### src/rtl/dmi_arb_pkg.sv
// Shared types and constants for the two-port DMI arbiter: FSM states,
// JTAG status codes and the arbitration helper used by the top.
package dmi_arb_pkg;

    localparam int DMI_DW = 32;

    typedef enum logic [1:0] {
        IDLE  = 2'd0,
        ISSUE = 2'd1,
        WAIT  = 2'd2,
        RESP  = 2'd3
    } arb_state_e;

    localparam logic [1:0] DMI_OK   = 2'b00;
    localparam logic [1:0] DMI_DROP = 2'b11;

    // H wins when it is the only requester, or on a tie when J was served last.
    function automatic logic pick_host(input logic jpend, input logic h_valid,
                                       input logic last_h);
        return h_valid && (!jpend || !last_h);
    endfunction

endpackage

### src/rtl/dmi_arbiter_if.sv
// Bundle of the JTAG request port, the host valid/ready port and the DMI
// register port. The arbiter uses the slave view; requesters and DMI use master.
interface dmi_arbiter_if #(
    parameter int AWIDTH = 7
);
    logic              j_en;
    logic              j_wr_en;
    logic [AWIDTH-1:0] j_addr;
    logic [31:0]       j_wdata;
    logic [31:0]       j_rdata;
    logic [1:0]        j_status;

    logic              h_valid;
    logic              h_ready;
    logic              h_we;
    logic [AWIDTH-1:0] h_addr;
    logic [31:0]       h_wdata;
    logic              h_rvalid;
    logic [31:0]       h_rdata;

    logic              dmi_reg_en;
    logic              dmi_reg_wr_en;
    logic [AWIDTH-1:0] dmi_reg_addr;
    logic [31:0]       dmi_reg_wdata;
    logic [31:0]       dmi_reg_rdata;

    modport slave (
        input  j_en, j_wr_en, j_addr, j_wdata,
        output j_rdata, j_status,
        input  h_valid, h_we, h_addr, h_wdata,
        output h_ready, h_rvalid, h_rdata,
        output dmi_reg_en, dmi_reg_wr_en, dmi_reg_addr, dmi_reg_wdata,
        input  dmi_reg_rdata
    );

    modport master (
        output j_en, j_wr_en, j_addr, j_wdata,
        input  j_rdata, j_status,
        output h_valid, h_we, h_addr, h_wdata,
        input  h_ready, h_rvalid, h_rdata,
        input  dmi_reg_en, dmi_reg_wr_en, dmi_reg_addr, dmi_reg_wdata,
        output dmi_reg_rdata
    );

endinterface

### src/rtl/dmi_req_slot.sv
// One-entry holding register for JTAG requests. A pulse that arrives while
// the slot is still occupied is discarded and flagged with a sticky status.
module dmi_req_slot
    import dmi_arb_pkg::*;
#(
    parameter int AWIDTH = 7
) (
    input  logic              clk,
    input  logic              rst,
    input  logic              j_en,
    input  logic              j_wr_en,
    input  logic [AWIDTH-1:0] j_addr,
    input  logic [31:0]       j_wdata,
    input  logic              clr,
    output logic              jpend,
    output logic              slot_we,
    output logic [AWIDTH-1:0] slot_addr,
    output logic [31:0]       slot_wdata,
    output logic [1:0]        status
);

    typedef struct packed {
        logic              we;
        logic [AWIDTH-1:0] addr;
        logic [31:0]       wdata;
    } req_t;

    req_t       slot_d, slot_q;
    logic       jpend_d, jpend_q;
    logic [1:0] status_d, status_q;

    always_comb begin
        slot_d   = slot_q;
        jpend_d  = jpend_q;
        status_d = status_q;
        if (clr) begin
            jpend_d = 1'b0;
        end
        // clr only fires while occupied, so a pulse in that cycle is a drop
        if (j_en) begin
            if (jpend_q) begin
                status_d = DMI_DROP;
            end else begin
                jpend_d      = 1'b1;
                status_d     = DMI_OK;
                slot_d.we    = j_wr_en;
                slot_d.addr  = j_addr;
                slot_d.wdata = j_wdata;
            end
        end
    end

    always_ff @(posedge clk or posedge rst) begin
        if (rst) begin
            jpend_q  <= 1'b0;
            status_q <= DMI_OK;
        end else begin
            jpend_q  <= jpend_d;
            status_q <= status_d;
        end
    end

    // Payload is qualified by jpend, so it needs no reset.
    always_ff @(posedge clk) begin
        slot_q <= slot_d;
    end

    assign jpend      = jpend_q;
    assign slot_we    = slot_q.we;
    assign slot_addr  = slot_q.addr;
    assign slot_wdata = slot_q.wdata;
    assign status     = status_q;

endmodule

### src/rtl/dmi_arbiter.sv
// Serializes the JTAG and host debug ports onto one DMI register port,
// waits a fixed read latency and returns the completion to the requester.
module dmi_arbiter
    import dmi_arb_pkg::*;
#(
    parameter int AWIDTH = 7,
    parameter int RD_LAT = 1
) (
    input logic          clk,
    input logic          rst,
    dmi_arbiter_if.slave bus
);

    typedef struct packed {
        logic              we;
        logic [AWIDTH-1:0] addr;
        logic [DMI_DW-1:0] wdata;
    } req_t;

    localparam logic [2:0] CNT_INIT = 3'(RD_LAT - 1);

    arb_state_e        state_d, state_q;
    logic              last_d, last_q;
    logic              gnt_h_d, gnt_h_q;
    logic [2:0]        cnt_d, cnt_q;
    logic              dmi_en_d, dmi_en_q;
    logic              dmi_wr_d, dmi_wr_q;
    logic [AWIDTH-1:0] dmi_addr_d, dmi_addr_q;
    logic [DMI_DW-1:0] dmi_wdata_d, dmi_wdata_q;
    logic [DMI_DW-1:0] j_rdata_d, j_rdata_q;
    logic              h_rvalid_d, h_rvalid_q;
    logic [DMI_DW-1:0] h_rdata_d, h_rdata_q;

    logic              jpend;
    logic              slot_we;
    logic [AWIDTH-1:0] slot_addr;
    logic [DMI_DW-1:0] slot_wdata;
    logic [1:0]        j_status;
    logic              slot_clr;
    logic              host_win;
    req_t              req_sel;

    dmi_req_slot #(
        .AWIDTH (AWIDTH)
    ) u_slot (
        .clk        (clk),
        .rst        (rst),
        .j_en       (bus.j_en),
        .j_wr_en    (bus.j_wr_en),
        .j_addr     (bus.j_addr),
        .j_wdata    (bus.j_wdata),
        .clr        (slot_clr),
        .jpend      (jpend),
        .slot_we    (slot_we),
        .slot_addr  (slot_addr),
        .slot_wdata (slot_wdata),
        .status     (j_status)
    );

    assign host_win = pick_host(jpend, bus.h_valid, last_q);

    always_comb begin
        if (host_win) begin
            req_sel.we    = bus.h_we;
            req_sel.addr  = bus.h_addr;
            req_sel.wdata = bus.h_wdata;
        end else begin
            req_sel.we    = slot_we;
            req_sel.addr  = slot_addr;
            req_sel.wdata = slot_wdata;
        end
    end

    always_comb begin
        state_d     = state_q;
        last_d      = last_q;
        gnt_h_d     = gnt_h_q;
        cnt_d       = cnt_q;
        dmi_en_d    = 1'b0;
        dmi_wr_d    = 1'b0;
        dmi_addr_d  = dmi_addr_q;
        dmi_wdata_d = dmi_wdata_q;
        j_rdata_d   = j_rdata_q;
        h_rvalid_d  = 1'b0;
        h_rdata_d   = h_rdata_q;
        slot_clr    = 1'b0;
        unique case (state_q)
            IDLE: begin
                if (jpend || bus.h_valid) begin
                    gnt_h_d     = host_win;
                    dmi_en_d    = 1'b1;
                    dmi_wr_d    = req_sel.we;
                    dmi_addr_d  = req_sel.addr;
                    dmi_wdata_d = req_sel.wdata;
                    state_d     = ISSUE;
                end
            end
            ISSUE: begin
                // dmi_wr_q still carries the granted write qualifier here
                if (dmi_wr_q) begin
                    state_d = RESP;
                    if (gnt_h_q) begin
                        h_rvalid_d = 1'b1;
                        h_rdata_d  = '0;
                    end
                end else begin
                    state_d = WAIT;
                    cnt_d   = CNT_INIT;
                end
            end
            WAIT: begin
                if (cnt_q == 3'd0) begin
                    state_d = RESP;
                    if (gnt_h_q) begin
                        h_rvalid_d = 1'b1;
                        h_rdata_d  = bus.dmi_reg_rdata;
                    end else begin
                        j_rdata_d = bus.dmi_reg_rdata;
                    end
                end else begin
                    cnt_d = cnt_q - 3'd1;
                end
            end
            RESP: begin
                slot_clr = !gnt_h_q;
                last_d   = gnt_h_q;
                state_d  = IDLE;
            end
            default: state_d = IDLE;
        endcase
    end

    always_ff @(posedge clk or posedge rst) begin
        if (rst) begin
            state_q     <= IDLE;
            last_q      <= 1'b1;
            gnt_h_q     <= 1'b0;
            cnt_q       <= 3'd0;
            dmi_en_q    <= 1'b0;
            dmi_wr_q    <= 1'b0;
            dmi_addr_q  <= '0;
            dmi_wdata_q <= '0;
            j_rdata_q   <= '0;
            h_rvalid_q  <= 1'b0;
            h_rdata_q   <= '0;
        end else begin
            state_q     <= state_d;
            last_q      <= last_d;
            gnt_h_q     <= gnt_h_d;
            cnt_q       <= cnt_d;
            dmi_en_q    <= dmi_en_d;
            dmi_wr_q    <= dmi_wr_d;
            dmi_addr_q  <= dmi_addr_d;
            dmi_wdata_q <= dmi_wdata_d;
            j_rdata_q   <= j_rdata_d;
            h_rvalid_q  <= h_rvalid_d;
            h_rdata_q   <= h_rdata_d;
        end
    end

    // The host handshake is decided in the same cycle the grant is taken.
    assign bus.h_ready       = !rst && (state_q == IDLE) && host_win;
    assign bus.h_rvalid      = h_rvalid_q;
    assign bus.h_rdata       = h_rdata_q;
    assign bus.j_rdata       = j_rdata_q;
    assign bus.j_status      = j_status;
    assign bus.dmi_reg_en    = dmi_en_q;
    assign bus.dmi_reg_wr_en = dmi_wr_q;
    assign bus.dmi_reg_addr  = dmi_addr_q;
    assign bus.dmi_reg_wdata = dmi_wdata_q;

endmodule

### src/flat_wrapper.sv
// flat-port wrapper written by rule: the top's interface ports become plain ports
module dmi_arbiter_flat import dmi_arb_pkg::*;
#(
    parameter int AWIDTH = 7,
    parameter int RD_LAT = 1
)
  (clk, rst, bus_j_en, bus_j_wr_en, bus_j_addr, bus_j_wdata, bus_j_rdata, bus_j_status, bus_h_valid, bus_h_we, bus_h_addr, bus_h_wdata, bus_h_ready, bus_h_rvalid, bus_h_rdata, bus_dmi_reg_en, bus_dmi_reg_wr_en, bus_dmi_reg_addr, bus_dmi_reg_wdata, bus_dmi_reg_rdata);
  dmi_arbiter_if #(.AWIDTH(AWIDTH)) bus_i ();
  input logic clk;
  input logic rst;
  input wire logic [$bits(bus_i.j_en)-1:0] bus_j_en;
  input wire logic [$bits(bus_i.j_wr_en)-1:0] bus_j_wr_en;
  input wire logic [$bits(bus_i.j_addr)-1:0] bus_j_addr;
  input wire logic [$bits(bus_i.j_wdata)-1:0] bus_j_wdata;
  output wire logic [$bits(bus_i.j_rdata)-1:0] bus_j_rdata;
  output wire logic [$bits(bus_i.j_status)-1:0] bus_j_status;
  input wire logic [$bits(bus_i.h_valid)-1:0] bus_h_valid;
  input wire logic [$bits(bus_i.h_we)-1:0] bus_h_we;
  input wire logic [$bits(bus_i.h_addr)-1:0] bus_h_addr;
  input wire logic [$bits(bus_i.h_wdata)-1:0] bus_h_wdata;
  output wire logic [$bits(bus_i.h_ready)-1:0] bus_h_ready;
  output wire logic [$bits(bus_i.h_rvalid)-1:0] bus_h_rvalid;
  output wire logic [$bits(bus_i.h_rdata)-1:0] bus_h_rdata;
  output wire logic [$bits(bus_i.dmi_reg_en)-1:0] bus_dmi_reg_en;
  output wire logic [$bits(bus_i.dmi_reg_wr_en)-1:0] bus_dmi_reg_wr_en;
  output wire logic [$bits(bus_i.dmi_reg_addr)-1:0] bus_dmi_reg_addr;
  output wire logic [$bits(bus_i.dmi_reg_wdata)-1:0] bus_dmi_reg_wdata;
  input wire logic [$bits(bus_i.dmi_reg_rdata)-1:0] bus_dmi_reg_rdata;
  assign bus_i.j_en = bus_j_en;
  assign bus_i.j_wr_en = bus_j_wr_en;
  assign bus_i.j_addr = bus_j_addr;
  assign bus_i.j_wdata = bus_j_wdata;
  assign bus_j_rdata = bus_i.j_rdata;
  assign bus_j_status = bus_i.j_status;
  assign bus_i.h_valid = bus_h_valid;
  assign bus_i.h_we = bus_h_we;
  assign bus_i.h_addr = bus_h_addr;
  assign bus_i.h_wdata = bus_h_wdata;
  assign bus_h_ready = bus_i.h_ready;
  assign bus_h_rvalid = bus_i.h_rvalid;
  assign bus_h_rdata = bus_i.h_rdata;
  assign bus_dmi_reg_en = bus_i.dmi_reg_en;
  assign bus_dmi_reg_wr_en = bus_i.dmi_reg_wr_en;
  assign bus_dmi_reg_addr = bus_i.dmi_reg_addr;
  assign bus_dmi_reg_wdata = bus_i.dmi_reg_wdata;
  assign bus_i.dmi_reg_rdata = bus_dmi_reg_rdata;
  dmi_arbiter #(.AWIDTH(AWIDTH), .RD_LAT(RD_LAT)) u_core (.clk(clk), .rst(rst), .bus(bus_i));
endmodule
### config.mk
export PLATFORM = sky130hd
export DESIGN_NAME = dmi_arbiter_flat
export DESIGN_NICKNAME = d
export VERILOG_FILES = /design/src/rtl/dmi_arb_pkg.sv /design/src/rtl/dmi_arbiter_if.sv /design/src/rtl/dmi_req_slot.sv /design/src/rtl/dmi_arbiter.sv /design/src/flat_wrapper.sv
export SDC_FILE = /design/constraint.sdc
export NUM_CORES = 1
export LEC_CHECK = 0
export ABC_CLOCK_PERIOD_IN_PS = 3380
export CAP_MARGIN = 40
export CELL_PAD_IN_SITES_DETAIL_PLACEMENT = 0
export CELL_PAD_IN_SITES_GLOBAL_PLACEMENT = 1
export CORE_UTILIZATION = 33
export CTS_BUF_LIST = sky130_fd_sc_hd__clkbuf_2 sky130_fd_sc_hd__clkbuf_4 sky130_fd_sc_hd__clkbuf_8
export CTS_CLUSTER_SIZE = 16
export DETAILED_ROUTE_END_ITERATION = 10
export GPL_TIMING_DRIVEN = 0
export PLACE_DENSITY = 0.8
export SLEW_MARGIN = 20
export SYNTH_ARGS = -nofsm -noshare
export SYNTH_HDL_FRONTEND = slang
export SYNTH_HIERARCHICAL = 1
export SYNTH_SLANG_ARGS = --single-unit
### constraint.sdc
create_clock -name clk -period 3.38 [get_ports clk]
set_clock_uncertainty 0.05 [all_clocks]
set_input_delay 0.338 -clock clk [delete_from_list [all_inputs] [get_ports clk]]
set_output_delay 0.338 -clock clk [all_outputs]
set_load 0.02 [all_outputs]
# Word level (Yosys, flattened, before mapping)

Index checks and enable logic that the tools add are counted.

$add $sub $neg: 1
Equality and inequality tests: 10
Multiplexer cells: 26
Bitwise operators: 2
Reductions and logical operators: 18

Operators by type and width:

| kind                                                                    | number |
|---|---|
| 32-bit 2-to-1 mux                                                       | 4 |
| 32-bit case mux with 2 select lines                                     | 1 |
| 40-bit 2-to-1 mux                                                       | 1 |
| 1-bit 2-to-1 mux                                                        | 12 |
| 2-bit by 1-bit inequality test with 1-bit output, second input constant | 5 |
| 2-bit case mux with 4 select lines                                      | 1 |
| 2-bit 2-to-1 mux                                                        | 3 |
| 3-bit 2-to-1 mux                                                        | 2 |
| 3-bit case mux with 2 select lines                                      | 1 |
| 2-bit AND reduction                                                     | 3 |
| 3-bit AND reduction                                                     | 2 |
| 5-bit AND reduction                                                     | 1 |
| 2-bit equality test, second input constant                              | 2 |
| 1-bit logical NOT                                                       | 4 |
| 2-bit inequality test, second input constant                            | 2 |
| 1-bit logical AND                                                       | 3 |
| 3-bit logical NOT                                                       | 1 |
| 3-bit by 1-bit subtractor with 3-bit output, second input constant      | 1 |
| 2-bit by 1-bit equality test with 1-bit output, second input constant   | 1 |
| 2-bit logical NOT                                                       | 1 |
| 1-bit logical OR                                                        | 2 |
| 1-bit inverter                                                          | 2 |
| 1-bit case mux with 2 select lines                                      | 1 |
| 2-bit nonzero test                                                      | 1 |

Register bits after elaboration: 156
Input bits: 116
Output and inout bits: 109
Logic and storage cells: 73

# Longest topological paths before layout

Gate-level depths: netlist of the first run.

Word-level depth: 6
Gate-level depth with buffers: 10
Mapped depth without buffers: 6

# By module

Netlist of the first run, hierarchy kept.

Modules (own cells, without submodules):

| module       | instances | cells each | area each (um^2) | seq. area each (um^2) |
|---|---|---|---|---|
| dmi_arbiter  | 1         | 442        | 5154.9           | 2829.0 |
| dmi_req_slot | 1         | 48         | 1292.5           | 1251.2 |

# Worst setup path after synthesis of the first run

No wires, ideal clock.

Kind: flip-flop to flip-flop
Start: register u_core.u_slot.jpend_q (netlist: u_core/u_slot/jpend)
End: register u_core.u_slot.slot_q (netlist bit u_core/u_slot/slot_addr[0]), enable pin
Arrival: 2.228 ns
Data required time: 2.888 ns
Slack: 0.660 ns
Cell stages (with the launch flop): 2
Clock period less this slack: 2.720 ns
Path through: dfrtp_1 -> nor2b_1

Word-level cells in the longest chain between the ends: 2

RTL lines:

| what                                 | line               | source |
|---|---|---|
| from (decl)                          | dmi_req_slot.sv:29 | `logic jpend_d, jpend_q;` |
| from (signal assigned)               | dmi_req_slot.sv:58 | `jpend_q <= jpend_d;` |
| 1-bit inverter (no source line)      | --                 |  |
| 2-bit AND reduction (no source line) | --                 |  |
| to (signal assigned)                 | dmi_req_slot.sv:65 | `slot_q <= slot_d;` |
| to (decl)                            | dmi_req_slot.sv:28 | `req_t slot_d, slot_q;` |

No other way between the ends.
A chain may end at the register's enable or synchronous reset.

# Worst setup path after layout of the first run

Start: register u_core.u_slot.jpend_q (netlist: u_core/u_slot/jpend)
End: output bus_h_ready

Word-level cells in the longest chain between the ends: 4

RTL lines:

| what              | line               | source |
|---|---|---|
| 1-bit logical NOT | dmi_arb_pkg.sv:20  | `return h_valid && (!jpend \|\| !last_h);` |
| 1-bit logical OR  | dmi_arb_pkg.sv:20  |  |
| 1-bit logical AND | dmi_arb_pkg.sv:20  |  |
| 1-bit logical AND | dmi_arbiter.sv:162 | `assign bus.h_ready = !rst && (state_q == IDLE) && host_win;` |
| to (decl)         | flat_wrapper.sv:21 | `output wire logic [$bits(bus_i.h_ready)-1:0] bus_h_ready;` |

No other way between the ends.

==> results of run 1 <==
==> cells in the final DEF, fill, tap and decap left out, types with 2 or more instances in the layout <==
master,count
nand2_1,44
clkbuf_8,17
buf_2,7
bufinv_16,3
clkdlybuf4s50_1,224
clkinvlp_4,2
ha_1,7
buf_16,2
o21ai_0,40
o31ai_2,30
buf_4,6
a21oi_1,2
clkinv_4,2
clkbuf_1,15
inv_1,40
nand3_1,33
o31ai_1,4
a22o_1,3
inv_8,2
inv_6,5
mux2i_1,41
mux2_2,34
edfxtp_1,40
nor2_1,5
dfrtp_1,114
nor2b_1,2
buf_6,6
==> kinds of logic (layout without fill, tap and decap cells) <==
family,after synthesis,after routing,share of synthesized area (%)
simple gates,90,90,6.31
compound gates,87,87,11.0
fa+ha+maj,7,7,1.36
flops,155,155,63.3
buf+inv,75,333,5.55
mux,76,76,12.5
==> power by group <==
part,internal [mW],total (mW),leakage (nW),switching (mW)
logic,2.06,4.23,1.93,2.17
registers,2.68,3.09,1.77,0.405
clock network,0.757,1.51,0.210,0.754
total,5.50,8.82,3.90,3.33
==> synthesized netlist by cell type (2+ instances only) <==
cell      number  area (sq um)
buf_2          7          35.0
a22o_1         3          26.3
nor2_1         5          18.8
inv_1         41           154
o31ai_1        4          30.0
o31ai_2       30           375
nand3_1       33           165
a21oi_1        2          10.0
clkbuf_1      15          56.3
buf_6          6          67.6
ha_1           7          87.6
nand2_1       44           165
mux2_2        34           383
o21ai_0       40           200
mux2i_1       41           410
buf_4          6          45.0
edfxtp_1      40          1200
nor2b_1        3          18.8
dfrtp_1      114          2850
==> final timing paths <==
kind / to / depth (start not counted)
hold / removal: u_core/u_slot/status[0]$_DFFE_PP0P_ / 2
setup / recovery: bus_h_ready / 6
min in group clk: u_core/u_slot/slot_wdata[13]$_DFFE_PP_ / 1
setup reg to reg: u_core/bus.h_rdata[5]$_DFFE_PP0P_ / 10
hold reg to reg: u_core/bus.dmi_reg_wdata[30]$_DFFE_PP0P_ / 2
max in group asynchronous: u_core/bus.dmi_reg_addr[4]$_DFFE_PP0P_ / 3
==> layout make-up <==
class                   count  area, sq um  area share [%]
flip-flops and latches    155         4080            42.9
plain buffers              34          204            2.15
multi-input cells         260         2020            21.2
inverters                  41          159            1.67
well taps                 260          325            3.42
repair buffers            226         2300            24.2
clock inverters            14          184            1.93
clock buffers              18          241            2.54
==> through the flow <==
step | worst slack (ns) | cells | utilization [%] | hold slack, ns
6_report | 0.520 | 1008 | 50.2 | 0.129
5_1_grt | 0.310 | 1008 | 50.2 | 0.104
4_1_cts | 0.472 | 1008 | 50.2 | 0.0953
3_5_place_dp | 0.625 | 976 | 47.9 | 0.422
3_3_place_gp | -1.71 | 974 | 47.6 | 0.415
2_1_floorplan | 0.00630 | 490 | - | 0.0292
==> layer usage <==
metal	routed length (microns)	up-vias	part of all wire (%)	track usage, %
met1	6760	2249	41	20.0
met5	0	-	0	0
met3	1620	26	9.8	6.88
met4	277	0	1.7	6.68
met2	7860	209	48	28.7
li1	-	2208	-	-
==> state kept, by name, summed over array words and instances (netlist names), 2 cells and up <==
register,count
u_core/cnt_q,3
u_core/u_slot/slot_addr,7
u_core/bus.dmi_reg_wdata,32
u_core/state_q,2
u_core/u_slot/slot_wdata,32
u_core/bus.h_rdata,32
u_core/bus.j_rdata,32
u_core/bus.dmi_reg_addr,7
==> worst max-delay path, cell delays in order, from the launching register on <==
cell             delay (ns)
dfrtp_1                0.47
a21boi_0               0.19
buf_2                  0.18
buf_4                  0.24
nand2_1                0.13
nor2_1                 0.12
clkdlybuf4s50_1        0.68
==> flow_summary.yaml, run 1 <==
run:
  max_cap_violations: 0
sta:
  relSlewSlack_pct: 52.9
  fin_crit_ns: 2.86
  drv_slew: 0
  setup_viol: 0
  period_share_pct: 84.6
  rsz0062_at_grt: "no"
  fmax_mhz: 350
  final_hold_viol_count: 0
  tns_ns: 0
  tightest_slew_ns: 0.704
floorplan:
  initial_core_util_pct: 34.0
  dieArea_sq_um: 20100
  ios: 225
  core_area_sq_um: 19000
  rows: 50
  die_y_microns: 142
  die_w_microns: 142
route:
  vias_per_cell: 4.65
  route.antenna.remaining_nets: 0
  dr.pass1.iters: 6
  drc: 0
  wl_mm: 16.5
  drt_iter0_markers: 124
  vias: 4692
  wl_per_cell_microns: 16.4
clock_tree:
  cts_tree: "done"
  htree_num_levels: 4
  clock-sinks: 155
  cts_buffers: 17
  clk_pin_slew_ns: 0.09
  cts-root-buf: "clkbuf_8"
  post_cts_buffers: 0
  clockBufferDepth: 2
  hold_buffers: 0
  cts_resized: 0
  clk_latency_ns: 0.46
power:
  power.density_nw_per_um2: 928
  leakage_nw: 3.90
  p_total_mw: 8.82
  peakVddDrop_mv: 0.426
yosys:
  synth_edf_count: 40
  syn_inst: 490
  synth_fp_nets: 613
  ys_dominant_reg_cell: "dfrtp_1"
  yosysUniqueCellTypes: 34
  synth_area_per_cell_sq_um: 13.2
  ys_warn_count: 6
  synth_seq_cells: 155
  synthArstFlopShare_pct: 74.2
  synth-seq-area-share_pct: 63.3
  synthesis.area_sq_um: 6450
finish:
  areaGrowthSynthToFinish_pct: 47.5
  layout.nets: 858
  final.fill_count: 1691
  fin_area_sq_um: 9510
  antenna_cells: 0
  drive_above_1_share_pct: 16.7
worst_setup_path:
  required_ns: 2.99
  crit_type: "reg -> out"
  crit_arrival_ns: 2.47
  worstReg2RegStart: "u_core/cnt_q[1]$_DFFE_PP0P_"
  cp_max_fo: 10
  crit_start: "u_core/u_slot/jpend$_DFF_PP0_"
  start_kind: "flop"
  end_kind: "output pin"
  r2r_slack_ns: 1.26
placement:
  gp_congestion: 0.745
  dpl.hpwl_mm: 12.5
  place_area_sq_um: 9080
  io_buffers: 224
global_route:
  grtUsageTotal_pct: 17.3
  antenna_found_initial: 0
  grt_pass1_vias: 5138
  grt_pass1_wl_mm: 26.6
  grt_max_degree: 80
  grt_overflow: 0
run_status:
  outcome: "finished, final reports clean"
worst_hold_path:
  hp-class: "in -> async"
Power figures use the tool's default switching activity.
==> run 2, diff against run 1 <==
--- a/config.mk
+++ b/config.mk
@@ -5,16 +5,16 @@
 export SDC_FILE = /design/constraint.sdc
 export NUM_CORES = 1
 export LEC_CHECK = 0
-export ABC_CLOCK_PERIOD_IN_PS = 3380
+export ABC_CLOCK_PERIOD_IN_PS = 2900
 export CAP_MARGIN = 40
 export CELL_PAD_IN_SITES_DETAIL_PLACEMENT = 0
 export CELL_PAD_IN_SITES_GLOBAL_PLACEMENT = 1
-export CORE_UTILIZATION = 33
+export CORE_UTILIZATION = 37
 export CTS_BUF_LIST = sky130_fd_sc_hd__clkbuf_2 sky130_fd_sc_hd__clkbuf_4 sky130_fd_sc_hd__clkbuf_8
 export CTS_CLUSTER_SIZE = 16
 export DETAILED_ROUTE_END_ITERATION = 10
 export GPL_TIMING_DRIVEN = 0
-export PLACE_DENSITY = 0.8
+export PLACE_DENSITY = 0.85
 export SLEW_MARGIN = 20
 export SYNTH_ARGS = -nofsm -noshare
 export SYNTH_HDL_FRONTEND = slang
==> constraint.sdc (replaced) <==
create_clock -name clk -period 2.9 [get_ports clk]
set_clock_uncertainty 0.05 [all_clocks]
set_input_delay 0.29 -clock clk [delete_from_list [all_inputs] [get_ports clk]]
set_output_delay 0.29 -clock clk [all_outputs]
set_load 0.02 [all_outputs]
==> flow_summary.yaml, run 2 (synthesis gave the netlist of run 1 again) <==
clock_tree:
  clk_latency_ns: 0.44
  clk_pin_slew_ns: 0.08
  htree_num_levels: 4
  clock-sinks: 155
  post_cts_buffers: 0
  cts_resized: 0
  clockBufferDepth: 2
  hold_buffers: 0
  cts-root-buf: "clkbuf_8"
  cts_tree: "done"
  cts_buffers: 17
placement:
  io_buffers: 224
  gp_congestion: 0.802
  place_area_sq_um: 9060
  dpl.hpwl_mm: 12.2
global_route:
  grt_pass1_wl_mm: 25.9
  grtUsageTotal_pct: 18.7
  grt_max_degree: 36
  antenna_found_initial: 0
  grt_overflow: 0
  grt_pass1_vias: 4950
finish:
  final_cell_mix: "clkdlybuf4s50_1, dfrtp_1, nand2_1"
  final_core_util_pct: 56.9
  layout.nets: 860
  drive_above_1_share_pct: 17.1
  antenna_cells: 0
  final.fill_count: 1368
  final_common_cell: "clkdlybuf4s50_1"
  regArea_sq_um: 4080
  areaGrowthSynthToFinish_pct: 48.5
  fin_area_sq_um: 9580
  multiInputGateArea_sq_um: 2020
run_status:
  outcome: "finished, final reports clean"
power:
  power.density_nw_per_um2: 1100
  leakage_nw: 3.98
  peakVddDrop_mv: 0.477
  p_total_mw: 10.6
worst_setup_path:
  crit_arrival_ns: 1.99
  crit_type: "reg -> out"
  end_kind: "output pin"
  crit_slowest_cell: "dfrtp_1"
  crit_chain: "a21boi_0, buf_2, buf_4, nand2_1, nor2_1, dlymetal6s2s_1"
  ff2ff_path_depth: 7
  critPathMaxStageDelay_ns: 0.47
  critPathBufInv: 3
  cp_max_fo: 10
  cp_top_family: "buffers and inverters"
  worst-path-stages: 6
  start_kind: "flop"
  required_ns: 2.56
sta:
  period_share_pct: 80.3
  setup_viol: 0
  fin_crit_ns: 2.33
  tightest_slew_ns: 0.622
  tns_ns: 0
  drv_slew: 0
  fmax_mhz: 430
  final_hold_viol_count: 0
  relSlewSlack_pct: 58.5
  rsz0062_at_grt: "no"
floorplan:
  die_y_microns: 134
  initial_core_util_pct: 38.3
  core_area_sq_um: 16800
  rows: 47
  dieArea_sq_um: 18000
  die_w_microns: 134
  ios: 225
worst_hold_path:
  hp-class: "in -> async"
route:
  dr.pass1.iters: 4
  wl_mm: 16.1
  wl_per_cell_microns: 16.6
  drt_iter0_markers: 150
  vias: 4695
  route.antenna.remaining_nets: 0
  drc: 0
  vias_per_cell: 4.84
run:
  max_cap_violations: 0
## run 2: cell count changes in the layout (fill, tap and decap cells not counted)
cell             before  now
clkinv_4              2    1
inv_6                 5    4
buf_12                0    3
bufinv_16             3    7
dlymetal6s2s_1        0    1
inv_8                 2    0
buf_16                2    1
clkbuf_4              1    2
clkinv_1              1    0
clkdlybuf4s50_1     224  223
## run 2: area by class of cell
class | count | area share [%]
Sequential cell | 155 | 42.6
Timing Repair Buffer | 228 | 24.4
Multi-Input combinational cell | 260 | 21.1
Tap cell | 220 | 2.87
Clock inverter | 13 | 2.73
Clock buffer | 19 | 2.60
Buffer | 34 | 2.13
Inverter | 41 | 1.65
## run 2: per-layer routing
| metal | track usage, % | vias up | share of wire (%) |
|---|---|---|---|
| met3 | 7.07 | 17 | 9.5 |
| met5 | 0 | - | 0 |
| met1 | 22.3 | 2260 | 41 |
| li1 | - | 2206 | - |
| met2 | 31.2 | 212 | 48 |
| met4 | 5.93 | 0 | 1.4 |
## run 2: worst reg2reg max path: stages, from the launching register on
cell,delay (ns)
dfrtp_1,0.40
inv_1,0.06
ha_1,0.19
ha_1,0.18
buf_6,0.14
nand3_1,0.24
buf_2,0.33
mux2_2,0.37
## run 2: metrics by stage
stage                     hold slack (ns)  setup WS [ns]  cells
after detailed placement            0.424          0.321    938
after global routing               0.0434          0.367    970
after floorplan                   -0.0188          0.180    490
after CTS                          0.0243          0.111    970
after global placement              0.413          -1.18    934
final                              0.0627          0.572    970
## run 2: path summary, 6_finish.rpt
path,from,slack [ns],to
max in group asynchronous,rst,1.74,u_core/bus.j_rdata[22]$_DFFE_PP0P_
worst max-delay path,u_core/u_slot/jpend$_DFF_PP0_,0.57,bus_h_ready
worst max register to register,u_core/cnt_q[0]$_DFFE_PP0P_,0.82,u_core/bus.j_rdata[12]$_DFFE_PP0P_
min in group clk,bus_j_wdata[2],0.35,u_core/u_slot/slot_wdata[2]$_DFFE_PP_
worst min-delay path,rst,0.06,u_core/u_slot/jpend$_DFF_PP0_
worst min register to register,u_core/bus.dmi_reg_wdata[29]$_DFFE_PP0P_,0.44,u_core/bus.dmi_reg_wdata[29]$_DFFE_PP0P_
## run 2: where the power goes
part | internal [mW] | leakage [nW] | total [mW] | switching [mW]
Combinational | 2.40 | 1.96 | 4.92 | 2.52
Sequential | 3.13 | 1.77 | 3.61 | 0.481
Clock | 1.23 | 0.253 | 2.05 | 0.823
Total | 6.76 | 3.98 | 10.6 | 3.82
